### config.mk
export PLATFORM = sky130hd
export DESIGN_NAME = decode_stage
export DESIGN_NICKNAME = d
export VERILOG_FILES = /design/src/rtl/pipe_pkg.sv /design/src/rtl/decode_ctrl.sv /design/src/rtl/decode_stage.sv
export SDC_FILE = /design/constraint.sdc
export NUM_CORES = 1
export LEC_CHECK = 0
export BUFFER_PORTS_ARGS = -buffer_cell sky130_fd_sc_hd__buf_2
export CAP_MARGIN = 10
export CELL_PAD_IN_SITES_DETAIL_PLACEMENT = 1
export CELL_PAD_IN_SITES_GLOBAL_PLACEMENT = 1
export CORE_MARGIN = 2
export CORE_UTILIZATION = 35
export CTS_CLUSTER_SIZE = 8
export DETAILED_ROUTE_END_ITERATION = 6
export GPL_ROUTABILITY_DRIVEN = 0
export GPL_TIMING_DRIVEN = 1
export HOLD_SLACK_MARGIN = 0.08
export PLACE_DENSITY = 0.78
export SETUP_SLACK_MARGIN = 0.1
export SLEW_MARGIN = 25
export SYNTH_ARGS = -nofsm -noshare
export SYNTH_HDL_FRONTEND = slang
export SYNTH_HIERARCHICAL = 1
export SYNTH_SLANG_ARGS = --single-unit
### constraint.sdc
create_clock -name clk -period 6.1 [get_ports clk]
set_input_delay 0.915 -clock clk [delete_from_list [all_inputs] [get_ports clk]]
set_output_delay 0.915 -clock clk [all_outputs]
set_load 0.01 [all_outputs]
### src/rtl/pipe_pkg.sv
// Shared pipeline types: opcodes, decode control bundle and the ID/EX register layout.
package pipe_pkg;

    localparam logic [5:0] OP_RTYPE = 6'h00;
    localparam logic [5:0] OP_ADDI  = 6'h08;
    localparam logic [5:0] OP_LW    = 6'h23;
    localparam logic [5:0] OP_SW    = 6'h2B;
    localparam logic [5:0] OP_BEQ   = 6'h04;

    typedef struct packed {
        logic reg_write;
        logic mem_read;
        logic mem_write;
        logic uses_rs;
        logic uses_rt;
    } ctrl_t;

    typedef enum logic [1:0] {
        DST_NONE,
        DST_RT,
        DST_RD
    } dst_sel_e;

    typedef struct packed {
        logic        valid;
        logic [5:0]  op;
        logic [31:0] rs_val;
        logic [31:0] rt_val;
        logic [31:0] rd_val;
        logic [31:0] imm;
        logic [4:0]  dst;
        logic [31:0] pc;
        logic        reg_write;
        logic        mem_read;
        logic        mem_write;
    } idex_t;

    function automatic logic [31:0] sign_ext16(input logic [15:0] v);
        return {{16{v[15]}}, v};
    endfunction

endpackage

### src/rtl/decode_ctrl.sv
// Combinational opcode decoder: control bundle plus destination register select.
module decode_ctrl
    import pipe_pkg::*;
(
    input  logic [5:0] op_i,
    input  logic [4:0] rt_i,
    input  logic [4:0] rd_i,
    output ctrl_t      ctrl_o,
    output logic [4:0] dst_o
);

    ctrl_t    ctrl_raw;
    dst_sel_e dst_sel;

    always_comb begin
        // NOTE: defaults first so every path assigns every bit; otherwise a latch is inferred.
        ctrl_raw = '0;
        dst_sel  = DST_NONE;
        unique case (op_i)
            OP_RTYPE: begin
                ctrl_raw = '{reg_write: 1'b1, mem_read: 1'b0, mem_write: 1'b0, uses_rs: 1'b1, uses_rt: 1'b1};
                dst_sel  = DST_RD;
            end
            OP_ADDI: begin
                ctrl_raw = '{reg_write: 1'b1, mem_read: 1'b0, mem_write: 1'b0, uses_rs: 1'b1, uses_rt: 1'b0};
                dst_sel  = DST_RT;
            end
            OP_LW: begin
                ctrl_raw = '{reg_write: 1'b1, mem_read: 1'b1, mem_write: 1'b0, uses_rs: 1'b1, uses_rt: 1'b0};
                dst_sel  = DST_RT;
            end
            OP_SW:   ctrl_raw = '{reg_write: 1'b0, mem_read: 1'b0, mem_write: 1'b1, uses_rs: 1'b1, uses_rt: 1'b1};
            OP_BEQ:  ctrl_raw = '{reg_write: 1'b0, mem_read: 1'b0, mem_write: 1'b0, uses_rs: 1'b1, uses_rt: 1'b1};
            default: ctrl_raw = '0;
        endcase
    end

    always_comb begin
        unique case (dst_sel)
            DST_RT:  dst_o = rt_i;
            DST_RD:  dst_o = rd_i;
            default: dst_o = 5'd0;
        endcase
        ctrl_o           = ctrl_raw;
        // r0 is hardwired zero, so a write to it is never a real write.
        ctrl_o.reg_write = ctrl_raw.reg_write & (dst_o != 5'd0);
    end

endmodule

### src/rtl/decode_stage.sv
// Instruction-decode stage: register read addressing, load-use hazard detection,
// ID/EX pipeline register and a saturating stall counter.
module decode_stage
    import pipe_pkg::*;
#(
    parameter int STALL_CNT_W = 16
) (
    input  logic                   clk,
    input  logic                   rst,
    input  logic                   if_valid,
    input  logic [31:0]            if_instr,
    input  logic [31:0]            if_pc,
    input  logic                   flush,
    output logic                   stall_if,
    output logic [4:0]             read_reg1,
    output logic [4:0]             read_reg2,
    output logic [4:0]             read_reg3,
    input  logic [31:0]            data_out1,
    input  logic [31:0]            data_out2,
    input  logic [31:0]            data_out3,
    output logic                   idex_valid,
    output logic [5:0]             idex_op,
    output logic [31:0]            idex_rs_val,
    output logic [31:0]            idex_rt_val,
    output logic [31:0]            idex_rd_val,
    output logic [31:0]            idex_imm,
    output logic [4:0]             idex_dst,
    output logic [31:0]            idex_pc,
    output logic                   idex_reg_write,
    output logic                   idex_mem_read,
    output logic                   idex_mem_write,
    output logic [STALL_CNT_W-1:0] stall_count
);

    idex_t                  idex_q, idex_d;
    logic [STALL_CNT_W-1:0] cnt_q, cnt_d;
    ctrl_t                  ctrl;
    logic [4:0]             dst;
    logic                   hazard;

    assign read_reg1 = if_instr[25:21];
    assign read_reg2 = if_instr[20:16];
    assign read_reg3 = if_instr[15:11];

    decode_ctrl u_decode_ctrl (
        .op_i   (if_instr[31:26]),
        .rt_i   (if_instr[20:16]),
        .rd_i   (if_instr[15:11]),
        .ctrl_o (ctrl),
        .dst_o  (dst)
    );

    assign hazard = if_valid & idex_q.valid & idex_q.mem_read & (idex_q.dst != 5'd0) &
                    ((ctrl.uses_rs & (read_reg1 == idex_q.dst)) |
                     (ctrl.uses_rt & (read_reg2 == idex_q.dst)));
    assign stall_if = hazard & ~flush;

    always_comb begin
        idex_d = idex_q;
        cnt_d  = cnt_q;
        if (flush || hazard) begin
            // Bubble: data fields are don't-care, only validity and controls are cleared.
            idex_d.valid     = 1'b0;
            idex_d.reg_write = 1'b0;
            idex_d.mem_read  = 1'b0;
            idex_d.mem_write = 1'b0;
            if (!flush && (cnt_q != '1)) begin
                cnt_d = cnt_q + 1'b1;
            end
        end else begin
            idex_d.valid     = if_valid;
            idex_d.op        = if_instr[31:26];
            idex_d.rs_val    = data_out1;
            idex_d.rt_val    = data_out2;
            idex_d.rd_val    = data_out3;
            idex_d.imm       = sign_ext16(if_instr[15:0]);
            idex_d.dst       = dst;
            idex_d.pc        = if_pc;
            idex_d.reg_write = ctrl.reg_write & if_valid;
            idex_d.mem_read  = ctrl.mem_read  & if_valid;
            idex_d.mem_write = ctrl.mem_write & if_valid;
        end
    end

    // NOTE: sequential state uses non-blocking assignments so all registers update together.
    always_ff @(posedge clk or posedge rst) begin
        if (rst) begin
            idex_q <= '0;
            cnt_q  <= '0;
        end else begin
            idex_q <= idex_d;
            cnt_q  <= cnt_d;
        end
    end

    assign idex_valid     = idex_q.valid;
    assign idex_op        = idex_q.op;
    assign idex_rs_val    = idex_q.rs_val;
    assign idex_rt_val    = idex_q.rt_val;
    assign idex_rd_val    = idex_q.rd_val;
    assign idex_imm       = idex_q.imm;
    assign idex_dst       = idex_q.dst;
    assign idex_pc        = idex_q.pc;
    assign idex_reg_write = idex_q.reg_write;
    assign idex_mem_read  = idex_q.mem_read;
    assign idex_mem_write = idex_q.mem_write;
    assign stall_count    = cnt_q;

endmodule
==> results of run 1 <==
cell families (layout without fill, tap and decap cells):
family / Yosys count / in the layout / synth area share (%)
flops: 175 / 175 / 56.6
buf+inv: 53 / 410 / 5.50
compound gates: 15 / 15 / 1.44
simple gates: 69 / 69 / 5.21
xor+xnor: 23 / 23 / 2.61
fa+ha+maj: 4 / 4 / 0.647
mux: 157 / 157 / 28.0
flip-flops by register name, indices dropped and copies added, names as in the netlist:
signal,count
idex_pc,32
idex_rd_val,32
idex_rs_val,32
idex_rt_val,32
idex_imm,16
stall_count,16
idex_op,6
idex_dst,5
idex_mem_read,1
idex_mem_write,1
idex_reg_write,1
idex_valid,1
cell type report:
class | instances | area, um2
Clock buffer | 19 | 443
Clock inverter | 13 | 118
Fill cell | 2351 | 11600
Inverter | 4 | 20.0
Multi-Input combinational cell | 268 | 2930
Sequential cell | 175 | 4380
Tap cell | 280 | 350
Timing Repair Buffer | 374 | 1910
power by group through the flow:
stage	clock, mW	sequential [mW]	combinational, mW
after CTS	1.09	1.32	0.482
after global placement	0	1.34	0.467
after floorplan	0	1.38	0.231
after detailed placement	0	1.34	0.482
final	1.05	1.32	0.472
after global routing	1.14	1.33	0.506
stage by stage:
stage | setup WS, ns | hold slack [ns] | power, mW
2_1_floorplan | 0.440 | 0.526 | 1.61
3_3_place_gp | 2.09 | 0.486 | 1.80
3_5_place_dp | 2.00 | 0.488 | 1.82
4_1_cts | 2.44 | 0.506 | 2.89
5_1_grt | 2.15 | 0.521 | 2.98
6_report | 2.44 | 0.500 | 2.84
metal layers:
| metal | vias to the layer above | global-route usage [%] | wire length [um] |
|---|---|---|---|
| met2 | 226 | 34.3 | 11700 |
| met3 | 28 | 5.89 | 1490 |
| met1 | 2660 | 20.4 | 8060 |
| met4 | 2 | 5.51 | 385 |
| li1 | 2402 | - | - |
| met5 | - | 0 | 13 |
cell usage after synthesis, types with 5 or more instances:
library cell    n  area [um2]
nand4_1         6        37.5
nand2_1         7        26.3
mux2_4        105        1580
xnor2_1        14         123
mux2_2         52         586
dfrtp_1       175        4380
nor3_1         10        50.1
nand3_1         8        40.0
and3_1          6        37.5
buf_4          31         233
nor2_1         12        45.0
a22oi_1         5        37.5
buf_6          14         158
xor2_1          9        78.8
final timing paths:
| check | start | end | slack (ns) | cells past startpoint |
|---|---|---|---|---|
| worst min-delay path | idex_pc[7] | idex_pc[7] | 0.50 | 1 |
| min in group asynchronous | rst | idex_rd_val[26] | 0.58 | 2 |
| worst max-delay path | if_instr[29] | idex_pc[5] | 2.44 | 11 |
| worst min register to register | idex_pc[7] | idex_pc[7] | 0.50 | 1 |
| worst max register to register | idex_dst[4] | idex_pc[5] | 3.32 | 8 |
| max in group asynchronous | rst | idex_imm[7] | 4.30 | 3 |
placed cells by master, fill, tap and decap left out, drive strengths merged, types with 2 or more instances in the layout:
cell	netlist	final
xor2	9	9
xnor2	14	14
clkinv	0	2
and2	3	3
buf	49	374
nor3	10	10
clkinvlp	0	2
nor4	3	3
nand4	6	6
and3	6	6
dfrtp	175	175
clkbuf	0	19
o21ai	2	2
or2	2	2
nand3	9	9
a21oi	2	2
inv	4	13
nand2b	2	2
nor2	13	13
nand2	7	7
a22oi	5	5
and4	2	2
mux2	157	157
o22ai	2	2
ha	4	4
==> summary.md, run 1 <==
| Metric | Value |
|---|---|
| Status | completed |
| Clk pwr share | 37.0% |
| Syn Nets | 664 |
| CTS clock-pin slew for the worst setup and hold paths | 0.07 ns |
| Unrepaired setup endpoints after global routing | no |
| Max-cap violations | 0 |
| Area Overhead vs Synth | 31.3% |
| DP HPWL | 16300 um |
| Relative slew slack | 48.5% |
| Worst-Skew Late Latency | 0.42 ns |
| H-Tree Depth | 4 |
| Initial antenna violation count | 1 |
| Postcts setup bufs | 0 |
| Layout Nets | 1008 |
| Post-synth EDFFs | 0 |
| P_leak | 5.28 nW |
| Row count | 54 |
| Filler-free cell count of the finished design | 1133 |
| CP most frequent cell | o21ai_0 |
| CP required | 6.41 ns |
| # IOs | 371 |
| DR iter-0 viols | 148 |
| Die Wd | 153 um |
| Die area | 23300 um2 |
| Antenna cells | 0 |
| Final setup violation count | 0 |
| Ys async rst share | 100% |
| Grt total ovfl | 0 |
| # hold bufs at CTS | 0 |
| Core Area | 21800 um2 |
| CP max stage delay | 0.45 ns |
| Fmax | 0.273 GHz |
| Share of layout cells above drive strength 1 | 67.2% |
| Mapped cell area | 7730 um2 |
| Layout Utilization | 46.7% |
| Final Hold Vio Count | 0 |
| I/O Buffers | 370 |
| Sum Neg Setup Slack | 0 ns |
| Peak supply drop | 0.000155 V |
| TritonCTS clock tree | built |
| ANT nets after route | 0 |
| Combinational Power Share | 16.6% |
| Part of the cycle the worst path needs | 60.0% |
| Data arrival, critical path | 3.96 ns |
| Cell family with most CP delay | buffers and inverters |
| Clock Path Buffers | 2 |
| CP Class | input pin to flip-flop |
| Hold Crit Class | flip-flop to flip-flop |
| Area of placed instances | 9560 um2 |
| Yosys reg bits | 175 |
| Switching power share of the total | 27.5% |
| Vias/cell | 4.69 |
| Vias | 5318 |
| Initial cell density of the core | 35.5% |
| Yosys cell types | 39 |
| Sequential share of power | 46.4% |
| Register area share after synthesis | 56.6% |
| Max-slew violation count | 0 |
| Syn_area_per_cell | 15.6 um2 |
| Power per standard cell area | 280 nW/um2 |
| Synth Flop Type | dfrtp_1 |
| Largest net degree at the start of global routing | 160 |
| WL per Instance | 19.1 um |
| Worst path cell trace | buf_2 > and4b_2 > o21ai_0 > o21ai_0 > nand2_1 > o22ai_2 > and2_1 > nor2_8 > buf_12 > buf_16 > mux2_2 |
| YS warnings | 6 |
| PostCTS Resize Cnt | 0 |
| Fin crit period | 3.66 ns |
| Total track usage | 18.6% |
| Number of remaining DRC errors | 0 |
| Sw power | 0.781 mW |
| Slowest library cell on the worst path | o21ai_0 |
| Cell area after layout | 10200 um2 |
| Bufs and invs on worst path | 3 |
| Final Skew | 0.0121 ns |
| Cells after Synth | 496 |
| First-pass GRT wire length | 34000 um |
| Vias in the first global route | 5955 |
| Least-Margin Pin Slew | 0.772 ns |
| Die extent in y | 153 um |
| Worst Setup Start Kind | input pin |
| TritonCTS buffer count | 17 |
| CTS root buffer | clkbuf_16 |
| CTS sink count | 175 |
| Crit Path Max Fanout | 86 |
| Pint | 2.06 mW |
| CP endpoint kind | flip-flop |
| Cells after DPL | 1100 |
| Total wire length | 21700 um |
| Pre-Repair DR Iteration Count | 4 |
No activity file was read; power rests on OpenSTA's default activity.
==> inputs of run 2 (changes only) <==
--- a/config.mk
+++ b/config.mk
@@ -5,18 +5,19 @@
 export SDC_FILE = /design/constraint.sdc
 export NUM_CORES = 1
 export LEC_CHECK = 0
+export ABC_AREA = 1
 export BUFFER_PORTS_ARGS = -buffer_cell sky130_fd_sc_hd__buf_2
 export CAP_MARGIN = 10
 export CELL_PAD_IN_SITES_DETAIL_PLACEMENT = 1
 export CELL_PAD_IN_SITES_GLOBAL_PLACEMENT = 1
 export CORE_MARGIN = 2
-export CORE_UTILIZATION = 35
+export CORE_UTILIZATION = 30
 export CTS_CLUSTER_SIZE = 8
 export DETAILED_ROUTE_END_ITERATION = 6
 export GPL_ROUTABILITY_DRIVEN = 0
 export GPL_TIMING_DRIVEN = 1
 export HOLD_SLACK_MARGIN = 0.08
-export PLACE_DENSITY = 0.78
+export PLACE_DENSITY = 0.77
 export SETUP_SLACK_MARGIN = 0.1
 export SLEW_MARGIN = 25
 export SYNTH_ARGS = -nofsm -noshare
==> constraint.sdc (replaced) <==
create_clock -name clk -period 3.17 [get_ports clk]
set_input_delay 0.4755 -clock clk [delete_from_list [all_inputs] [get_ports clk]]
set_output_delay 0.4755 -clock clk [all_outputs]
set_load 0.01 [all_outputs]
==> run 2 against run 1 <==
Power is 120% higher. Highest routed layer is now met4. Combinational power grew to 2.7 times the previous value. Sequential power grew 98%. Routed wire length increased by 24%. Critical path depth increased by 2. Design area increased by 3.6%. First-iteration DRC count grew 130%. Critical path type is now input pin to primary output. Critical endpoint is now stall_if. Core utilization shrank 6.2 points. Global-route usage grew 0.66 points. Clock power rose by 120%.
==> summary.md, run 2 <==
| Metric | Value |
|---|---|
| Final Skew | 0.0137 ns |
| Mapped cell area | 7930 um2 |
| P_leak | 6.15 nW |
| Post-synthesis mux area share | 0% |
| Die extent in y | 167 um |
| Part of the cycle the worst path needs | 79.4% |
| Dpl ws | 0.644 ns |
| Most common cell in the netlist | nand2_1 |
| Synth Flop Type | dfrtp_1 |
| Largest net degree at the start of global routing | 72 |
| DP HPWL | 19400 um |
| Cells after Synth | 962 |
| Main combinational cell family by area after synthesis | simple AND/OR/NAND/NOR gates |
| Row count | 59 |
| Final Hold Vio Count | 0 |
| Sum Neg Setup Slack | 0 ns |
| CTS sink count | 175 |
| Synth Area in Compound Gates | 0.268% |
| Least-Margin Pin Slew | 0.750 ns |
| I/O Buffers | 370 |
| Share of the synthesized area in the top cell type | 55.2% |
| Number of remaining DRC errors | 0 |
| Area Overhead vs Synth | 32.6% |
| Core Area | 26000 um2 |
| Power per standard cell area | 588 nW/um2 |
| Worst path cell trace | buf_2 > nor2_1 > nand3_2 > nand2_2 > inv_1 > nand3_1 > nand2_1 > nor2_1 > nand3_1 > nand2_1 > nand2_4 > nor2_1 > buf_2 |
| Grt total ovfl | 0 |
| CP max stage delay | 0.19 ns |
| Setup WS post-layout | 0.652 ns |
| Adder-Cell Fraction of Synth Area | 0.631% |
| Vias in the first global route | 8009 |
| TritonCTS clock tree | built |
| Hold Crit Class | input pin to async pin |
| # hold bufs at CTS | 0 |
| H-Tree Depth | 4 |
| Status | completed |
| Fmax | 0.397 GHz |
| CTS root buffer | clkbuf_16 |
| WL per Instance | 16.5 um |
| Unrepaired setup endpoints after global routing | no |
| CP most frequent cell | nor2_1 |
| Ys async rst share | 100% |
| CTS clock-pin slew for the worst setup and hold paths | 0.08 ns |
| Die area | 27800 um2 |
| Max-slew violation count | 0 |
| Initial antenna violation count | 1 |
| CP endpoint kind | primary output |
| Layout Nets | 1448 |
| Worst Setup Start Kind | input pin |
| Syn_area_per_cell | 8.24 um2 |
| Yosys cell types | 22 |
| Post-synth EDFFs | 0 |
| Leading post-synthesis cells by cell area | dfrtp_1 (55%), nand2_1 (20%), nand3_1 (12%), buf_4 (4.6%), inv_1 (1.6%) |
| Most common cell after layout, fill and taps aside | nand2_1 |
| Yosys reg bits | 175 |
| Synth Area in Simple Gates | 34.0% |
| Share of layout cells above drive strength 1 | 33.6% |
| Clock Path Buffers | 2 |
| Vias | 7569 |
| # IOs | 371 |
| Register area share after synthesis | 55.2% |
| Pre-Repair DR Iteration Count | 5 |
| Relative slew slack | 50.0% |
| Die Wd | 167 um |
| Syn Nets | 1130 |
| Fillers | 3283 |
| Initial cell density of the core | 30.5% |
| Post-synthesis xor/xnor area fraction | 1.44% |
| Post-synth top area cell | dfrtp_1 |
| Final setup violation count | 0 |
| Postcts setup bufs | 0 |
| Reg2Reg Setup Slack | 1.18 ns |
| DR iter-0 viols | 335 |
| ANT nets after route | 0 |
| Max-cap violations | 0 |
| Synth cell count leaders | nand2_1 (414), nand3_1 (187), dfrtp_1 (175) |
| CP required | 2.69 ns |
| TritonCTS buffer count | 17 |
| Slowest library cell on the worst path | nor2_1 |
| Worst-Skew Late Latency | 0.43 ns |
| Total wire length | 26800 um |
| Crit Path Max Fanout | 5 |
| First-pass GRT wire length | 43200 um |
| Data arrival, critical path | 2.04 ns |
| CP Class | input pin to primary output |
| Most frequent cells in the layout | nand2_1 (413), buf_2 (370), nand3_1 (187) |
| YS warnings | 6 |
| Peak supply drop | 0.000317 V |
| PostCTS Resize Cnt | 0 |
| Total track usage | 19.3% |
| Fin crit period | 2.52 ns |
| Vias/cell | 4.65 |
## run 2: path summary, 6_finish.rpt
kind,depth (start not counted),to,startpoint
worst max-delay path,13,stall_if,if_instr[29]
worst min register to register,2,idex_rd_val[12],idex_rd_val[12]
max in group asynchronous,3,idex_pc[1],rst
worst min-delay path,2,idex_rt_val[10],rst
min in group clk,3,idex_rs_val[26],data_out1[26]
worst max register to register,10,idex_rs_val[25],idex_dst[2]
## run 2: cell families (layout without fill, tap and decap cells)
kind of cell / Yosys count / after routing
buf+inv: 123 / 454
fa+ha+maj: 4 / 4
other cells: 0 / 1
compound gates: 3 / 3
xor+xnor: 13 / 13
simple gates: 644 / 644
flops: 175 / 175
## run 2: report_power, final
part	switching, mW	internal, mW	total, mW	leakage, nW
Combinational	0.761	0.528	1.29	3.72
Clock	1.04	1.23	2.28	0.308
Sequential	0.173	2.45	2.62	2.13
## run 2: final cells by class
type	count	area, um2	share of cell area (%)
Antenna cell	1	2.50	0.0238
Clock buffer	18	439	4.18
Inverter	37	145	1.38
Clock inverter	14	185	1.76
Multi-Input combinational cell	664	2900	27.6
Timing Repair Buffer	385	2040	19.4
Sequential cell	175	4380	41.7
Tap cell	335	419	3.99
## run 2: worst max-delay path: cells and delay by family
kind                   cells  cell delay, ns
AND/OR/NAND/NOR           10            1.18
buffers and inverters      3            0.38
## run 2: through the flow
step | power, mW | utilization (%) | std cells | cell area [um2] | hold slack [ns]
finish | 6.19 | 40.5 | 1629 | 10500 | 0.132
CTS | 6.28 | 40.5 | 1628 | 10500 | 0.135
detailed placement | 3.97 | 38.0 | 1596 | 9890 | 0.453
global placement | 3.91 | 38.0 | 1596 | 9890 | 0.448
global route | 6.54 | 40.5 | 1629 | 10500 | 0.160
floorplan | 3.43 | - | 962 | 7940 | 0.507
## run 2: per-layer routing
metal / part of all wire [%] / track usage, % / vias to the layer above
met2: 50 / 33.4 / 209
met4: 1.9 / 5.55 / 0
li1: - / - / 3637
met5: 0 / 0 / -
met3: 6.1 / 5.01 / 28
met1: 42 / 23.7 / 3695
